## config.mk

```make
export PLATFORM = sky130hd
export DESIGN_NAME = multicycle_ctrl
export DESIGN_NICKNAME = d
export VERILOG_FILES = /design/src/rtl/multicycle_ctrl.sv
export SDC_FILE = /design/constraint.sdc
export NUM_CORES = 1
export LEC_CHECK = 0
export BUFFER_PORTS_ARGS = -buffer_cell sky130_fd_sc_hd__buf_2
export CORE_MARGIN = 10
export CORE_UTILIZATION = 49
export DETAILED_ROUTE_END_ITERATION = 10
export PLACE_DENSITY = 0.76
export RECOVER_POWER = 100
export SLEW_MARGIN = 20
export SYNTH_ARGS = -nofsm -noshare
export SYNTH_HDL_FRONTEND = slang
export SYNTH_SLANG_ARGS = --single-unit
```

## constraint.sdc

```tcl
create_clock -name clk -period 1.98 [get_ports clk]
set_input_delay 0.396 -clock clk [delete_from_list [all_inputs] [get_ports clk]]
set_output_delay 0.396 -clock clk [all_outputs]
set_load 0.005 [all_outputs]
```

## src/rtl/multicycle_ctrl.sv

```systemverilog
// Multi-cycle control FSM for the RV32I core.
// Runs an instruction through fetch, decode, execute, memory and writeback.
// Drives the datapath strobes and operand selects, and owns one shared
// memory request/ready handshake. Illegal opcodes and memory requests that
// never get an answer put the FSM into a sticky trap state. The block also
// counts retired instructions.
module multicycle_ctrl #(
  parameter int MEM_TIMEOUT = 255
) (
  input  logic        clk,
  input  logic        rst,
  input  logic [6:0]  opcode,
  input  logic [2:0]  funct3,
  input  logic        mem_ready,
  output logic        mem_req,
  output logic        mem_we,
  output logic        mem_sel,
  output logic        ir_we,
  output logic        pc_we,
  output logic        rf_we,
  output logic        alu_src_a,
  output logic        alu_src_b,
  output logic [1:0]  wb_sel,
  output logic [2:0]  state,
  output logic        trap,
  output logic [1:0]  trap_cause,
  output logic [31:0] instret
);

  localparam int WAIT_W = (MEM_TIMEOUT < 1) ? 1 : $clog2(MEM_TIMEOUT + 1);
  localparam logic [WAIT_W-1:0] WAIT_LIMIT = WAIT_W'(MEM_TIMEOUT);
  localparam logic [WAIT_W-1:0] WAIT_ONE   = WAIT_W'(1);
  localparam logic [WAIT_W-1:0] WAIT_ZERO  = WAIT_W'(0);

  typedef enum logic [2:0] {
    S_FETCH  = 3'd0,
    S_DECODE = 3'd1,
    S_EXEC   = 3'd2,
    S_MEM    = 3'd3,
    S_WB     = 3'd4,
    S_TRAP   = 3'd5
  } state_t;

  typedef enum logic [2:0] {
    C_NONE    = 3'd0,
    C_R       = 3'd1,
    C_IALU    = 3'd2,
    C_LUI     = 3'd3,
    C_AUIPC   = 3'd4,
    C_LOAD    = 3'd5,
    C_STORE   = 3'd6,
    C_ILLEGAL = 3'd7
  } class_t;

  // Map the opcode and funct3 to an operation class. LOAD and STORE also
  // check funct3, because only some widths are legal for them.
  function automatic class_t decode_class(input logic [6:0] op, input logic [2:0] f3);
    class_t cls;
    case (op)
      7'b0110011: cls = C_R;
      7'b0010011: cls = C_IALU;
      7'b0110111: cls = C_LUI;
      7'b0010111: cls = C_AUIPC;
      7'b0000011: begin
        case (f3)
          3'b000, 3'b001, 3'b010, 3'b100, 3'b101: cls = C_LOAD;
          default:                                 cls = C_ILLEGAL;
        endcase
      end
      7'b0100011: begin
        case (f3)
          3'b000, 3'b001, 3'b010: cls = C_STORE;
          default:                cls = C_ILLEGAL;
        endcase
      end
      default: cls = C_ILLEGAL;
    endcase
    return cls;
  endfunction

  state_t            r_state;
  class_t            r_class;
  logic [WAIT_W-1:0] r_wait_cnt;
  logic              r_trap;
  logic [1:0]        r_trap_cause;
  logic [31:0]       r_instret;

  state_t            w_next_state;
  class_t            w_dec_class;
  logic              w_req_state;
  logic [WAIT_W-1:0] w_wait_inc;
  logic              w_timeout;
  logic              w_sel_a_cls;
  logic              w_sel_b_cls;
  logic              w_mem_req;
  logic              w_mem_we;
  logic              w_mem_sel;
  logic              w_ir_we;
  logic              w_pc_we;
  logic              w_rf_we;
  logic              w_src_a;
  logic              w_src_b;
  logic [1:0]        w_wb_sel;
  logic              w_retire;
  logic [1:0]        w_new_cause;

  assign w_dec_class = decode_class(opcode, funct3);
  assign w_sel_a_cls = (r_class == C_AUIPC);
  assign w_sel_b_cls = (r_class == C_IALU) || (r_class == C_LOAD) ||
                       (r_class == C_STORE) || (r_class == C_AUIPC);

  // The memory is requested only in FETCH and MEM. A timeout fires on the
  // unanswered cycle whose count reaches the limit, so TRAP appears on the
  // following cycle.
  assign w_req_state = (r_state == S_FETCH) || (r_state == S_MEM);
  assign w_wait_inc  = r_wait_cnt + WAIT_ONE;
  assign w_timeout   = w_req_state && !mem_ready && (w_wait_inc == WAIT_LIMIT);

  // Next-state, strobe and operand-select decode from state, class and mem_ready
  always_comb begin
    w_next_state = r_state;
    w_mem_req    = 1'b0;
    w_mem_we     = 1'b0;
    w_mem_sel    = 1'b0;
    w_ir_we      = 1'b0;
    w_pc_we      = 1'b0;
    w_rf_we      = 1'b0;
    w_src_a      = 1'b0;
    w_src_b      = 1'b0;
    w_wb_sel     = 2'b00;
    w_retire     = 1'b0;
    w_new_cause  = 2'b00;
    case (r_state)
      S_FETCH: begin
        w_mem_req = 1'b1;
        if (mem_ready) begin
          w_ir_we      = 1'b1;
          w_next_state = S_DECODE;
        end else if (w_timeout) begin
          w_next_state = S_TRAP;
          w_new_cause  = 2'b10;
        end else begin
          w_next_state = S_FETCH;
        end
      end
      S_DECODE: begin
        if (w_dec_class == C_ILLEGAL) begin
          w_next_state = S_TRAP;
          w_new_cause  = 2'b01;
        end else begin
          w_next_state = S_EXEC;
        end
      end
      S_EXEC: begin
        w_src_a = w_sel_a_cls;
        w_src_b = w_sel_b_cls;
        if ((r_class == C_LOAD) || (r_class == C_STORE)) begin
          w_next_state = S_MEM;
        end else begin
          w_next_state = S_WB;
        end
      end
      S_MEM: begin
        w_src_a   = w_sel_a_cls;
        w_src_b   = w_sel_b_cls;
        w_mem_req = 1'b1;
        w_mem_sel = 1'b1;
        w_mem_we  = (r_class == C_STORE);
        if (mem_ready) begin
          if (r_class == C_STORE) begin
            w_pc_we      = 1'b1;
            w_retire     = 1'b1;
            w_next_state = S_FETCH;
          end else begin
            w_next_state = S_WB;
          end
        end else if (w_timeout) begin
          w_next_state = S_TRAP;
          w_new_cause  = 2'b10;
        end else begin
          w_next_state = S_MEM;
        end
      end
      S_WB: begin
        w_src_a      = w_sel_a_cls;
        w_src_b      = w_sel_b_cls;
        w_rf_we      = 1'b1;
        w_pc_we      = 1'b1;
        w_retire     = 1'b1;
        w_next_state = S_FETCH;
        if (r_class == C_LOAD) begin
          w_wb_sel = 2'b01;
        end else if (r_class == C_LUI) begin
          w_wb_sel = 2'b10;
        end else begin
          w_wb_sel = 2'b00;
        end
      end
      S_TRAP: begin
        w_next_state = S_TRAP;
      end
      default: begin
        w_next_state = S_TRAP;
      end
    endcase
  end

  // State, class, wait counter, trap flags and retire counter, with synchronous reset
  always_ff @(posedge clk) begin
    if (rst) begin
      r_state      <= S_FETCH;
      r_class      <= C_NONE;
      r_wait_cnt   <= WAIT_ZERO;
      r_trap       <= 1'b0;
      r_trap_cause <= 2'b00;
      r_instret    <= 32'd0;
    end else begin
      r_state <= w_next_state;
      if (r_state == S_DECODE) begin
        r_class <= w_dec_class;
      end else begin
        r_class <= r_class;
      end
      if (w_next_state != r_state) begin
        r_wait_cnt <= WAIT_ZERO;
      end else if (w_req_state && !mem_ready) begin
        r_wait_cnt <= w_wait_inc;
      end else begin
        r_wait_cnt <= r_wait_cnt;
      end
      if ((w_next_state == S_TRAP) && (r_state != S_TRAP)) begin
        r_trap       <= 1'b1;
        r_trap_cause <= w_new_cause;
      end else begin
        r_trap       <= r_trap;
        r_trap_cause <= r_trap_cause;
      end
      if (w_retire) begin
        r_instret <= r_instret + 32'd1;
      end else begin
        r_instret <= r_instret;
      end
    end
  end

  // While reset is held, the side-effecting strobes are gated off so that
  // a request in flight is abandoned cleanly.
  assign mem_req    = w_mem_req & ~rst;
  assign ir_we      = w_ir_we & ~rst;
  assign pc_we      = w_pc_we & ~rst;
  assign rf_we      = w_rf_we & ~rst;
  assign mem_we     = w_mem_we;
  assign mem_sel    = w_mem_sel;
  assign alu_src_a  = w_src_a;
  assign alu_src_b  = w_src_b;
  assign wb_sel     = w_wb_sel;
  assign state      = r_state;
  assign trap       = r_trap;
  assign trap_cause = r_trap_cause;
  assign instret    = r_instret;

endmodule

```

==> flow_summary.yaml, run 1 <==
finish:
  final_nets: 436
  antenna_cells: 0
  layout_commonest_cell: "nor2_1"
  final_cells: 491
  layout-area-overhead-vs-synth_pct: 31.0
  drive_above_1_share: 0.261
  mostFrequentLayoutCells: "nor2_1 (59), dfxtp_1 (43), clkbuf_1 (34), buf_4 (34), buf_2 (33)"
  fill_cells: 448
worst_setup_path:
  endpoint_kind: "flip-flop"
  reg2reg_from: "r_wait_cnt[1]"
  critPathKind: "reg2reg"
  cp.arrival_ps: 2140
  start_kind: "flip-flop"
  crit_fanout: 8
  cp-startpoint: "r_wait_cnt[1]"
  cp.required_ps: 2180
  r2r_cells: 9
yosys:
  synth.yosys.warnings: 0
  synth_flop_cell: "dfxtp_1"
  synth-simple-area-share: 0.345
  synthesis.instances: 321
  async_reset_ff_frac: 0
  syn-num-nets: 337
  synth_area_leader_cell: "dfxtp_1"
  synth_edf_count: 0
  seq_area_frac_synth: 0.370
  synth.mux.area_fraction: 0.00377
  synth_top_family_by_area: "simple AND/OR/NAND/NOR gates"
  yosysUniqueCellTypes: 52
  ys_top_cells_by_area: "dfxtp_1 (37%), xor2_1 (11%), nor2_1 (8.3%)"
  ys_ff_latch: 49
  synth-compound-area-share: 0.112
  synth_top_area_frac: 0.370
  syn-cell-area_mm2: 0.00265
  synthXorXnorAreaFrac: 0.125
  syn_area_per_cell_um2: 8.27
  synth-adder-area-share: 0.0141
clock_network:
  cts.sinks: 49
  numCtsBuffers: 5
  tritoncts: "done"
  cts_hold_repair.buffers: 0
  ctsHtreeMaxLevel: 2
  clk_pin_slew_ps: 100
  cts_root_buf: "clkbuf_8"
  cts.path.max_buffers: 2
  worstSkewPairLatency_ps: 320
sta:
  rsz0062_at_grt: "true"
  drv_slew: 0
  worstMarginPinSlew_ps: 551
  hold_viol: 0
  finClkSkew_ps: 10.3
  fin_setup_tns_ps: 0
  timing.fmax_ghz: 0.516
  finalCritPeriodShare: 0.980
  setup_violations: 0
  slew_headroom: 0.628
  final.setup.worst_slack_ps: 40.4
  fin_crit_ps: 1940
global_route:
  grt_max_degree: 23
  antenna_found_initial: 0
  grt_pass1_wl_um: 11600
  gr-total-overflow: 0
  grtUsageMet3: 0.0528
  grt_usage: 0.157
  grt_pass1_vias: 2550
  use_met2: 0.255
  grtUsageMet1: 0.188
  top_usage_layer: "met2"
drt:
  wirelength_um: 7100
  vias_per_cell: 5.39
  drc: 0
  routedWlPerCell_um: 14.5
  drt_iter0_drc: 177
  drtAntennaViolNets: 0
  firstDrtPassIters: 4
  route.vias.total: 2647
flow_run:
  drv_cap: 0
die:
  die_w_um: 93.6
  die_area_mm2: 0.00876
  core_mm2: 0.00517
  die_h_um: 93.6
  ios: 61
  initial_core_util: 0.513
  rows: 26
worst_hold_path:
  hp-class: "reg2reg"
  holdPathStages: 1
  hp-start: "trap"
run_status:
  status: "completed"
placed_design:
  dp_slack_ps: -138
  dp_hpwl_um: 5260
  io_buffers: 60
  gp_congestion: 0.922
  dpl.cell_count: 476
power_and_ir_drop:
  powerDensity_mw_per_mm2: 548
  total_power_mw: 1.91
  irDropWorstVdd_v: 0.000359
  p_leak_nw: 1.43
logic make-up after synthesis:
logic type | count (synthesis)
compound gates | 40
xor+xnor | 38
fa+ha+maj | 3
buf+inv | 20
flops | 49
mux | 1
simple gates | 170
metrics by stage:
step	hold slack, ps	utilization	cell area (µm²)
after floorplan	466	-	2650
after global placement	460	0.632	3270
after detailed placement	460	0.632	3270
after CTS	486	0.658	3400
after global routing	503	0.672	3480
final	488	0.672	3480
synth_stat cells, types with 2 or more instances:
library cell,instances
nor2_1,59
dfxtp_1,49
xor2_1,33
nand2_1,24
nand3_1,16
nor3_1,12
a21oi_1,11
nand4_1,9
o21ai_0,9
inv_1,8
nand2b_1,8
and3_1,7
clkbuf_1,7
buf_2,5
xnor2_1,5
a211oi_1,4
and4_1,4
nor2b_1,4
and2_1,3
ha_1,3
or3_1,3
a31oi_1,2
and2b_1,2
nand4_2,2
nor3b_1,2
nor4_1,2
o311a_1,2
o311ai_0,2
critical path: stages (launching register included):
cell	delay (ps)
dfxtp_4	370
ha_4	170
and3_4	190
xnor2_2	150
a2111oi_4	270
buf_4	190
a2bb2oi_1	90
o22ai_2	180
buf_6	150
nor2_1	60
final timing paths:
| check | to | slack [ps] |
|---|---|---|
| min reg2reg | trap | 490 |
| max reg2reg | r_wait_cnt[0] | 40 |
| min | trap | 490 |
| max | r_wait_cnt[0] | 40 |
area by class of cell:
cell class | count | area [µm²] | area share
multi-input cells | 252 | 1680 | 0.484
flip-flops and latches | 49 | 998 | 0.287
repair buffers | 104 | 582 | 0.167
well taps | 70 | 87.6 | 0.0252
clock buffers | 5 | 68.8 | 0.0198
inverters | 8 | 30.0 | 0.00864
clock inverters | 3 | 26.3 | 0.00756
routing by layer:
metal / wire (µm) / vias up / share of wire
met1: 3050 / 1243 / 0.43
li1: - / 1310 / -
met3: 497 / 11 / 0.070
met5: 0 / - / 0
met2: 3440 / 83 / 0.48
met4: 106 / 0 / 0.015
timing repair:
action                                 CTS  global route
pin swaps                                4             7
setup endpoints to repair               12            16
gates resized for setup                  7            28
buffers inserted                         4             4
endpoints found under the hold margin    0             0
where the power goes:
part           internal [mW]  total (mW)  leakage (nW)  switching (mW)
logic                  0.113       0.248         0.985           0.135
clock network          0.258       0.635        0.0423           0.377
registers               1.00        1.02         0.400          0.0205
total                   1.37        1.91          1.43           0.533
sequential cells by signal (all words and copies together) (netlist names):
signal / flops
trap: 1
r_class: 3
instret: 32
r_wait_cnt: 8
trap_cause: 2
state: 3
Power figures use the tool's default switching activity.
==> inputs of run 2 (changes only) <==
CORE_UTILIZATION = 55   (was 49)
PLACE_DENSITY = 0.81   (was 0.76)
clock period = 2.3 ns   (was 1.98 ns; I/O delays follow)
==> flow_summary.yaml, run 2 (synthesis gave the netlist of run 1 again) <==
worst_setup_path:
  start_kind: "flip-flop"
  path_cells: "and2_0 -> a41o_1 -> nor2b_1 -> buf_2"
  cpPeakStageDelay_ps: 590
  worst_path_max_delay_cell: "dfxtp_1"
  crit_fanout: 12
  cp.arrival_ps: 1720
  critPathKind: "reg2out"
  cp.required_ps: 1840
  endpoint_kind: "primary output"
sta:
  fin_crit_ps: 2180
  worstMarginPinSlew_ps: 526
  drv_slew: 0
  finalCritPeriodShare: 0.947
  final.setup.worst_slack_ps: 121
  setup_violations: 0
  fin_setup_tns_ps: 0
  finClkSkew_ps: 9.01
  hold_viol: 0
  rsz0062_at_grt: "false"
  slew_headroom: 0.646
  timing.fmax_ghz: 0.459
finish:
  utilization: 0.662
  final_nets: 404
  final_cells: 443
  final_area_mm2: 0.00310
  fill_cells: 411
  layout_commonest_cell: "nor2_1"
  largest_reg_flops: 32
  drive_above_1_share: 0.144
  layout-area-overhead-vs-synth_pct: 17.0
  mostFrequentLayoutCells: "nor2_1 (59), dfxtp_1 (49), clkbuf_1 (38)"
  antenna_cells: 0
drt:
  routedWlPerCell_um: 14.1
  firstDrtPassIters: 4
  wirelength_um: 6230
  drc: 0
  vias_per_cell: 5.55
  route.vias.total: 2459
  drtAntennaViolNets: 0
  drt_iter0_drc: 134
global_route:
  grt_pass1_wl_um: 10600
  antenna_found_initial: 0
  grt_usage: 0.161
  gr-total-overflow: 0
  grt_max_degree: 39
  grt_pass1_vias: 2427
flow_run:
  drv_cap: 0
power_and_ir_drop:
  p_leak_nw: 1.22
  irDropWorstVdd_v: 0.000436
  powerDensity_mw_per_mm2: 501
clock_network:
  worstSkewPairLatency_ps: 300
  cts.sinks: 49
  tritoncts: "done"
  numCtsBuffers: 5
  cts_root_buf: "clkbuf_8"
  clk_pin_slew_ps: 90
  cts_hold_repair.buffers: 0
  cts.path.max_buffers: 2
  ctsHtreeMaxLevel: 2
placed_design:
  gp_congestion: 0.890
  placed_area_mm2: 0.00306
  dp_slack_ps: 153
  dpl.cell_count: 435
  io_buffers: 60
  dp_hpwl_um: 4780
worst_hold_path:
  hp-class: "reg2reg"
die:
  rows: 25
  initial_core_util: 0.566
  ios: 61
  die_area_mm2: 0.00800
  die_w_um: 89.5
  die_h_um: 89.5
  core_mm2: 0.00469
run_status:
  status: "completed"
run 2: cell count changes in the layout (fill, tap and decap cells not counted), sizes merged:
| cell | before | now |
|---|---|---|
| buf | 70 | 33 |
| clkbuf | 39 | 44 |
| clkinv | 0 | 3 |
| clkinvlp | 2 | 0 |
| inv | 9 | 8 |
run 2: report_power, final:
part / switching (mW) / internal [mW] / leakage, nW
clock network: 0.296 / 0.216 / 0.0481
logic: 0.0935 / 0.0648 / 0.781
registers: 0.0213 / 0.863 / 0.396
run 2: worst paths after layout:
kind,start,to,slack [ps],cells after the start
worst max register to register,r_wait_cnt[0],trap_cause[0],130,7
worst min-delay path,trap_cause[1],trap_cause[1],490,2
worst min register to register,trap_cause[1],trap_cause[1],490,2
worst max-delay path,state[0],pc_we,120,4
run 2: repair_timing:
action	4_1_cts	5_1_grt
buffers inserted	0	0
endpoints found under the setup margin	0	1
resized for setup	0	1
run 2: cell type report:
type	count	area [µm²]	area share
sequential	49	981	0.316
clock inverter	3	22.5	0.00726
multi-input combinational	252	1600	0.515
inverter	8	30.0	0.00967
timing repair buffer	72	335	0.108
clock buffer	5	68.8	0.0222
tap	54	67.6	0.0218
run 2: through the flow:
step	hold slack (ps)	power [mW]
after global placement	467	1.06
after detailed placement	469	1.06
final	488	1.55
after floorplan	466	1.01
after global routing	512	1.63
after CTS	478	1.57
run 2: critical path, delay by kind of cell (launching register included):
| kind | cells | cell delay (ps) |
|---|---|---|
| buffers and inverters | 1 | 120 |
| and+or+nand+nor | 2 | 380 |
| AOI/OAI and AO/OA | 1 | 330 |
| DFF | 1 | 590 |
run 2: per-layer routing:
metal	GRT usage	vias to the layer above	wire (µm)
met5	0	-	0
met4	0.0650	0	95
met3	0.0392	11	370
met2	0.263	65	2950
met1	0.196	1134	2810
li1	-	1249	-
==> inputs of run 3 (changes only) <==
PLACE_DENSITY = 0.91   (was 0.81)
RECOVER_POWER = 25   (was 100)
SETUP_SLACK_MARGIN = 0.4   (was unset)
==> flow_summary.yaml, run 3 (synthesis gave the netlist of run 1 again) <==
power_and_ir_drop:
  total_power_mw: 1.61
  power_frac_clock: 0.328
  p_sw_mw: 0.449
  intPower_mw: 1.16
  combPwrFrac: 0.123
  switching_share: 0.279
  p_leak_nw: 1.42
  irDropWorstVdd_v: 0.000419
  pwr-share-seq: 0.549
  powerDensity_mw_per_mm2: 473
clock_network:
  worstSkewPairLatency_ps: 310
  tritoncts: "done"
  numCtsBuffers: 5
  ctsHtreeMaxLevel: 2
  cts_root_buf: "clkbuf_8"
  clk_pin_slew_ps: 100
  cts.path.max_buffers: 2
  cts.sinks: 49
die:
  rows: 25
  die_h_um: 89.5
  die_w_um: 89.5
  ios: 61
  core_mm2: 0.00469
  die_area_mm2: 0.00800
  initial_core_util: 0.566
drt:
  firstDrtPassIters: 5
  drtAntennaViolNets: 0
  wirelength_um: 7870
  drc: 0
  drt_iter0_drc: 194
  route.vias.total: 2703
  vias_per_cell: 5.91
  routedWlPerCell_um: 17.2
finish:
  seq_area_mm2: 0.00102
  antenna_cells: 0
  drive_above_1_share: 0.303
  fill_cells: 306
  largest_reg_flops: 32
  layout-area-overhead-vs-synth_pct: 28.3
  multi_input_area_mm2: 0.00171
  layout_commonest_cell: "nor2_1"
  final_area_mm2: 0.00341
  final_nets: 418
  mostFrequentLayoutCells: "nor2_1 (58), buf_2 (47), dfxtp_1 (38)"
worst_setup_path:
  reg2reg_from: "instret[12]"
  crit_fanout: 6
  start_kind: "flip-flop"
  cp-startpoint: "instret[12]"
  cp.arrival_ps: 2220
  r2r_cells: 6
  endpoint_kind: "flip-flop"
  cp.required_ps: 2550
  critPathKind: "reg2reg"
sta:
  timing.fmax_ghz: 0.508
  rsz0062_at_grt: "true"
  finalCritPeriodShare: 0.856
  fin_setup_tns_ps: 0
  worstMarginPinSlew_ps: 548
  setup_violations: 0
  hold_viol: 0
  fin_crit_ps: 1970
  finClkSkew_ps: 10.5
  slew_headroom: 0.630
  drv_slew: 0
global_route:
  antenna_found_initial: 0
  grt_pass1_vias: 2666
  grt_usage: 0.191
  grt_pass1_wl_um: 12200
  gr-total-overflow: 0
  grt_max_degree: 29
placed_design:
  gp_congestion: 0.921
  io_buffers: 60
  placed_area_mm2: 0.00303
  dp_hpwl_um: 5080
worst_hold_path:
  hp-start: "trap"
  hp-class: "reg2reg"
  holdPathStages: 1
run_status:
  status: "completed"
flow_run:
  drv_cap: 0
-- run 3: worst max-delay path, cell delays in order (launching register included) --
cell,delay (ps)
dfxtp_1,440
and4_4,300
nand4_4,140
nor4_4,330
nand4_2,180
or3_1,400
a21oi_2,130
-- run 3: worst paths after layout --
kind	to	slack (ps)
max reg2reg	instret[31]	330
min reg2reg	trap	500
max	instret[31]	330
min	trap	500
-- run 3: stage by stage --
stage                util  hold WS [ps]  std cells  setup slack [ps]
finish              0.726           497        457               330
global route        0.726           513        457               238
detailed placement  0.647           475        431               132
CTS                 0.717           495        455               402
global placement    0.647           467        431               164
floorplan               -           466        321               414
-- run 3: power by group through the flow --
stage               Combinational (mW)  Sequential, mW  Clock, mW
finish                           0.198           0.884      0.528
global route                     0.217           0.887      0.559
CTS                              0.189           0.881      0.519
detailed placement               0.159           0.906          0
global placement                 0.154           0.905          0
floorplan                        0.107           0.900          0
-- run 3: routing by layer --
metal	GRT usage	part of all wire	vias to the layer above
met2	0.335	0.52	113
met4	0.0867	0.023	0
met1	0.213	0.40	1291
met5	0	0	-
li1	-	-	1277
met3	0.0438	0.057	22
-- run 3: what timing repair did --
action,in CTS,in global routing
resized for setup,36,19
endpoints found under the setup margin,48,21
hold buffers,0,0
buffers inserted,16,2
pin swaps,9,10
gates cloned,0,0
-- run 3: cell type report --
class	count	share of cell area
Clock buffer	5	0.0202
Clock inverter	3	0.00625
Sequential cell	49	0.299
Tap cell	54	0.0198
Timing Repair Buffer	86	0.143
Multi-Input combinational cell	252	0.503
Inverter	8	0.00882
